--- src/rtl/rs_stream_encoder.sv ---
// Streaming systematic Reed-Solomon encoder over GF(2^8), LFSR parity.
// Optional RS_ENC_SHORTEN_EN adds s_last for shortened messages.
module rs_stream_encoder #(
    parameter int          K    = 64,
    parameter int          NPAR = 4,
    parameter int          FCR  = 0,
    parameter logic [8:0]  PRIM = 9'h11D
) (
    input  logic       clk,
    input  logic       rst_n,
    input  logic [7:0] s_data,
    input  logic       s_valid,
    output logic       s_ready,
`ifdef RS_ENC_SHORTEN_EN
    input  logic       s_last,
`endif
    output logic [7:0] m_data,
    output logic       m_valid,
    input  logic       m_ready,
    output logic       m_last
);

    localparam logic [7:0] POLY     = PRIM[7:0];
    localparam logic [7:0] CNT_LAST = 8'(K - 1);
    localparam logic [4:0] PAR_LAST = 5'(NPAR - 1);

    function automatic logic [7:0] gf_mul(input logic [7:0] a, input logic [7:0] b);
        logic [7:0] p;
        logic [7:0] aa;
        p  = 8'h00;
        aa = a;
        for (int i = 0; i < 8; i++) begin
            if (b[i]) p = p ^ aa;
            aa = aa[7] ? ((aa << 1) ^ POLY) : (aa << 1);
        end
        return p;
    endfunction

    // Product of (x + alpha^(FCR+i)); the monic top term is dropped.
    function automatic logic [8*NPAR-1:0] gen_coefs();
        logic [7:0]          c [NPAR+1];
        logic [7:0]          root;
        logic [8*NPAR-1:0]   packed_g;
        root = 8'h01;
        for (int e = 0; e < FCR; e++) root = gf_mul(root, 8'h02);
        for (int j = 0; j <= NPAR; j++) c[j] = 8'h00;
        c[0] = 8'h01;
        for (int i = 0; i < NPAR; i++) begin
            for (int j = NPAR; j > 0; j--) c[j] = c[j-1] ^ gf_mul(c[j], root);
            c[0] = gf_mul(c[0], root);
            root = gf_mul(root, 8'h02);
        end
        packed_g = '0;
        for (int j = 0; j < NPAR; j++) packed_g[8*j +: 8] = c[j];
        return packed_g;
    endfunction

    localparam logic [8*NPAR-1:0] GEN = gen_coefs();

    typedef enum logic {S_MSG, S_PAR} state_t;

    state_t     state, state_nxt;
    logic [7:0] cnt;
    logic [4:0] pcnt;
    logic [7:0] par  [NPAR];
    logic [7:0] prod [NPAR];
    logic [7:0] fb;
    logic       adv;
    logic       accept;
    logic       emit;
    logic       msg_end;
    logic       par_end;

    assign adv     = !m_valid || m_ready;
    assign fb      = s_data ^ par[NPAR-1];
    assign par_end = (pcnt == PAR_LAST);

`ifdef RS_ENC_SHORTEN_EN
    assign msg_end = (cnt == CNT_LAST) || s_last;
`else
    assign msg_end = (cnt == CNT_LAST);
`endif

    // Feedback times each generator coefficient.
    always_comb begin
        for (int j = 0; j < NPAR; j++) prod[j] = gf_mul(fb, GEN[8*j +: 8]);
    end

    // Phase register: message pass-through, then parity drain.
    always_ff @(posedge clk or negedge rst_n) begin
        if (!rst_n) state <= S_MSG;
        else        state <= state_nxt;
    end

    // Next phase, input handshake and accept/emit strobes.
    always_comb begin
        state_nxt = state;
        s_ready   = 1'b0;
        accept    = 1'b0;
        emit      = 1'b0;
        unique case (state)
            S_MSG: begin
                s_ready = adv && rst_n;
                accept  = s_valid && s_ready;
                if (accept && msg_end) state_nxt = S_PAR;
            end
            S_PAR: begin
                emit = adv;
                if (emit && par_end) state_nxt = S_MSG;
            end
            default: state_nxt = S_MSG;
        endcase
    end

    // Output register, counters and parity LFSR.
    always_ff @(posedge clk or negedge rst_n) begin
        if (!rst_n) begin
            cnt     <= 8'd0;
            pcnt    <= 5'd0;
            m_data  <= 8'h00;
            m_valid <= 1'b0;
            m_last  <= 1'b0;
            for (int j = 0; j < NPAR; j++) par[j] <= 8'h00;
        end else if (accept) begin
            m_data  <= s_data;
            m_valid <= 1'b1;
            m_last  <= 1'b0;
            par[0]  <= prod[0];
            for (int j = 1; j < NPAR; j++) par[j] <= par[j-1] ^ prod[j];
            cnt     <= msg_end ? 8'd0 : cnt + 8'd1;
        end else if (emit) begin
            m_data  <= par[NPAR-1];
            m_valid <= 1'b1;
            m_last  <= par_end;
            par[0]  <= 8'h00;
            for (int j = 1; j < NPAR; j++) par[j] <= par[j-1];
            pcnt    <= par_end ? 5'd0 : pcnt + 5'd1;
        end else if (adv) begin
            m_valid <= 1'b0;
            m_last  <= 1'b0;
        end
    end

endmodule

--- config.mk ---
export PLATFORM = sky130hd
export DESIGN_NAME = rs_stream_encoder
export DESIGN_NICKNAME = d
export VERILOG_FILES = /design/src/rtl/rs_stream_encoder.sv
export SDC_FILE = /design/constraint.sdc
export NUM_CORES = 1
export LEC_CHECK = 0
export ABC_AREA = 1
export BUFFER_PORTS_ARGS = -buffer_cell sky130_fd_sc_hd__buf_4
export CAP_MARGIN = 15
export CORE_ASPECT_RATIO = 1.4
export CORE_MARGIN = 3
export CORE_UTILIZATION = 30
export DETAILED_ROUTE_END_ITERATION = 7
export PLACE_DENSITY = 0.44
export SYNTH_ARGS = -nofsm -noshare
export SYNTH_HDL_FRONTEND = slang
export SYNTH_SLANG_ARGS = --single-unit
export TNS_END_PERCENT = 100
--- constraint.sdc ---
create_clock -name clk -period 1.71 [get_ports clk]
set_input_delay 0.171 -clock clk [delete_from_list [all_inputs] [get_ports clk]]
set_output_delay 0.171 -clock clk [all_outputs]
set_load 0.01 [all_outputs]
==> metrics.log <==
[metrics] ranking of synthesized cells by instance count: nand2_1 (184), nand3_1 (72), dfrtp_1 (56)
[metrics] cts bufs inserted: 5
[metrics] Synth-to-Final Area Change: 58.0%
[metrics] largest fanout of any net on the critical path: 6
[metrics] Sink Count: 56
[metrics] Synth cell types: 35
[metrics] number of standard cells in the final layout excluding fillers: slightly below 800
[metrics] fraction of post-synthesis cell area in the top cell type by area: 37.5%
[metrics] Pins Over Slew Limit: 0
[metrics] routed vias/inst: approximately 4.9
[metrics] CP Class: reg -> reg
[metrics] startpoint kind of the worst setup timing path: flip-flop
[metrics] number of nets in the finished design: 662
[metrics] share of post-route cells with drive strength above 1: 46.6%
[metrics] pin count of the biggest net entering global routing: 57
[metrics] total leakage power: roughly 2.9 nW
[metrics] post-route setup slack: -0.127 ns
[metrics] Top FF cell, synth: dfrtp_1
[metrics] wire length of the first global-routing pass: about 19,000 um
[metrics] TritonCTS clock tree: built
[metrics] share of async-settable or async-resettable flops after synthesis: 100%
[metrics] VDD IR max: 0.606 mV
[metrics] DP Wirelength: 8660 um
[metrics] number of rows in the core area: between 40 and 50
[metrics] vias in the first global route: 3,968
[metrics] per-instance average area after synthesis: a little over 7 um^2
[metrics] proportion of synthesized chip area in sequential cells: roughly 38%
[metrics] weighted congestion reported at the end of routability-driven placement: a little under 0.9
[metrics] overall routed net length: about 12,000 um
[metrics] failing checks: setup timing
[metrics] initial antenna violation count: 0
[metrics] final cell utilization of the core: between 40% and 50%
[metrics] actual slew at the worst max-slew pin: 0.768 ns
[metrics] share of the cycle needed by the critical path after routing: 107%
[metrics] CTS root buf: clkbuf_16
[metrics] number of antenna repair diodes: 0
[metrics] wire per inst: between 15 and 20 um
[metrics] clock latency reported for the late side of the worst-skew pair: roughly 0.30 ns
[metrics] normalized max-slew margin: between 40% and 50%
[metrics] total of flip-flops plus latches after synthesis: 56
[metrics] iteration count of the initial detailed-routing pass: 6
[metrics] number of cells produced by synthesis: around 530
[metrics] final design area excluding fillers: slightly below 6000 um^2
[metrics] status: finished, violations left
[metrics] count of max-cap constraint violations: 0
[metrics] cts hold-fix bufs: 0
[metrics] number of buffers inserted by port buffering: 22
[metrics] core outline area: between 10,000 and 15,000 um^2
[metrics] maximum operating frequency: 0.544 GHz
[metrics] Data required, critical path: around 1.9 ns
[metrics] minimum clock period after layout: approximately 1.8 ns
[metrics] global router's overall resource usage: between 10% and 20%
[metrics] Critical Path AT: a little over 2 ns
[metrics] width of the die: around 100 um
[metrics] Post-Route Skew: approximately 0.0052 ns
[metrics] cell area after synthesis: 3740 um^2
[metrics] total of endpoints with negative setup slack in the final report: 22
[metrics] top cells by area, synth: dfrtp_1 (38%), nand2_1 (18%), nand3_1 (9.6%), inv_1 (4.6%), nand2_2 (3.5%)
[metrics] PwrDens: between 2000 and 2500 nW/um^2
[metrics] count of endpoints failing hold in the final timing report: 0
[metrics] Post-Synthesis Net Count: 539
[metrics] number of top-level design ports: 23
[metrics] instance area at placement: 4670 um^2
[metrics] buffer depth of the longest clock path: 2
[metrics] height of the die: about 140 um
[metrics] largest area contributor in the netlist: dfrtp_1
[metrics] total power draw: about 0.012 W
[metrics] post-route antenna net violation count: 0
[metrics] worst hold margin: about 0.076 ns
[metrics] number of synthesized flops with an enable pin: 0
[metrics] Remaining Overflow, GRT: 0
[metrics] count of yosys warnings during synthesis: 0
[metrics] die area: roughly 14,000 um^2
[metrics] cell with the most instances after synthesis: nand2_1
[metrics] setup repair after global routing missed its margin: true
[metrics] clk slew on worst S/H paths: 0.07 ns
[metrics] number of vias after detailed routing: slightly below 4,000
[metrics] number of remaining DRC errors: 0
[metrics] type of element capturing the critical path: flip-flop
[metrics] Placed Cells incl. Taps: around 760
[metrics] starting density of the core: between 30% and 40%
[metrics] number of H-tree levels: 2
[metrics] class of the most critical hold timing path: in -> async
[metrics] detailed router's first-iteration violation count: between 150 and 200
## path summary, 6_finish.rpt
check / startpoint / cells after the start / slack [ns] / to
max: par[6] / 13 / -0.13 / par[13]
min: rst_n / 2 / 0.08 / par[11]
max reg2reg: par[6] / 13 / -0.13 / par[13]
min reg2reg: cnt[4] / 1 / 0.48 / cnt[4]
max in group asynchronous: rst_n / 2 / 1.06 / par[4]
min in group clk: s_data[1] / 3 / 0.16 / m_data[1]
## cells by family (layout without fill, tap and decap cells)
family                     Yosys count  in the layout  share of synthesized area [%]
AOI/OAI and AO/OA                   57             57                           9.31
xor gates and xnor gates            20             20                           5.69
adders and majority gates            2              2                          0.670
buffers and inverters               66            189                           7.10
DFF                                 56             56                           37.5
and+or+nand+nor                    324            324                           39.7
## area by class of cell
cell class                      instances  area (um^2)
Fill cell                            1213         6090
Sequential cell                        56         1410
Timing Repair Buffer                  129         1120
Clock buffer                            5          125
Clock inverter                          2         16.3
Inverter                               53          208
Multi-Input combinational cell        403         2840
Tap cell                              147          184
## through the flow
stage                     TNS, ns  worst slack (ns)
final                       -1.52            -0.127
after floorplan                 0            0.0327
after global placement      -3.87            -0.329
after detailed placement    -4.43            -0.376
after CTS                   -1.14            -0.122
after global routing        -4.65            -0.252
## timing repair
item	CTS	global route
pin swaps	32	55
gates cloned	0	1
endpoints found under the setup margin	28	45
buffers inserted	14	10
resized for setup	88	120
hold endpoints to repair	0	0
## where the power goes
group / switching [W] / internal (W)
Clock: 0.000517 / 0.000542
Sequential: 0.000479 / 0.00189
Combinational: 0.00489 / 0.00394
Total: 0.00588 / 0.00637
## flip-flops by register name (all words and copies together) (netlist names)
name / cells
pcnt: 5
m_last: 1
par: 32
cnt: 8
m_data: 8
m_valid: 1
state: 1
## layout by cell type, fill, tap and decap left out, types with 7 or more instances in the layout
cell     synthesis  final
buf_4            1    103
nand3_4          0      9
inv_2            7     15
buf_6            0     20
nand3_1         72     36
o21ai_0         20     14
a21oi_1          7      7
nand2_1        184    126
nand2_2         21     40
nand3_2          5     32
dfrtp_1         56     53
inv_1           46     36
nor2_1          16     14
nand4_1          9      9
xnor2_1          8      7
nand2_4          6     39
o21ai_1          6      8
## worst max-delay path, stage by stage, from the launching register on
cell and delay (ns):
dfrtp_1 0.42, inv_2 0.08, nand2_2 0.08, nand2_4 0.08, buf_6 0.14, nand2_4 0.07
nand2_8 0.09, nand2_4 0.10, nand2_4 0.06, buf_6 0.11, o211ai_1 0.25, nand3_1 0.12
o21ai_1 0.08, nor2_1 0.05
## per-layer routing
layer,up-vias,global-route usage [%],part of all wire [%]
met3,15,2.82,1.9
met1,1875,20.9,42
met2,42,31.4,54
li1,1972,-,-
met4,0,6.10,2.0
met5,-,0,0
(Power assumes the default switching activity.)
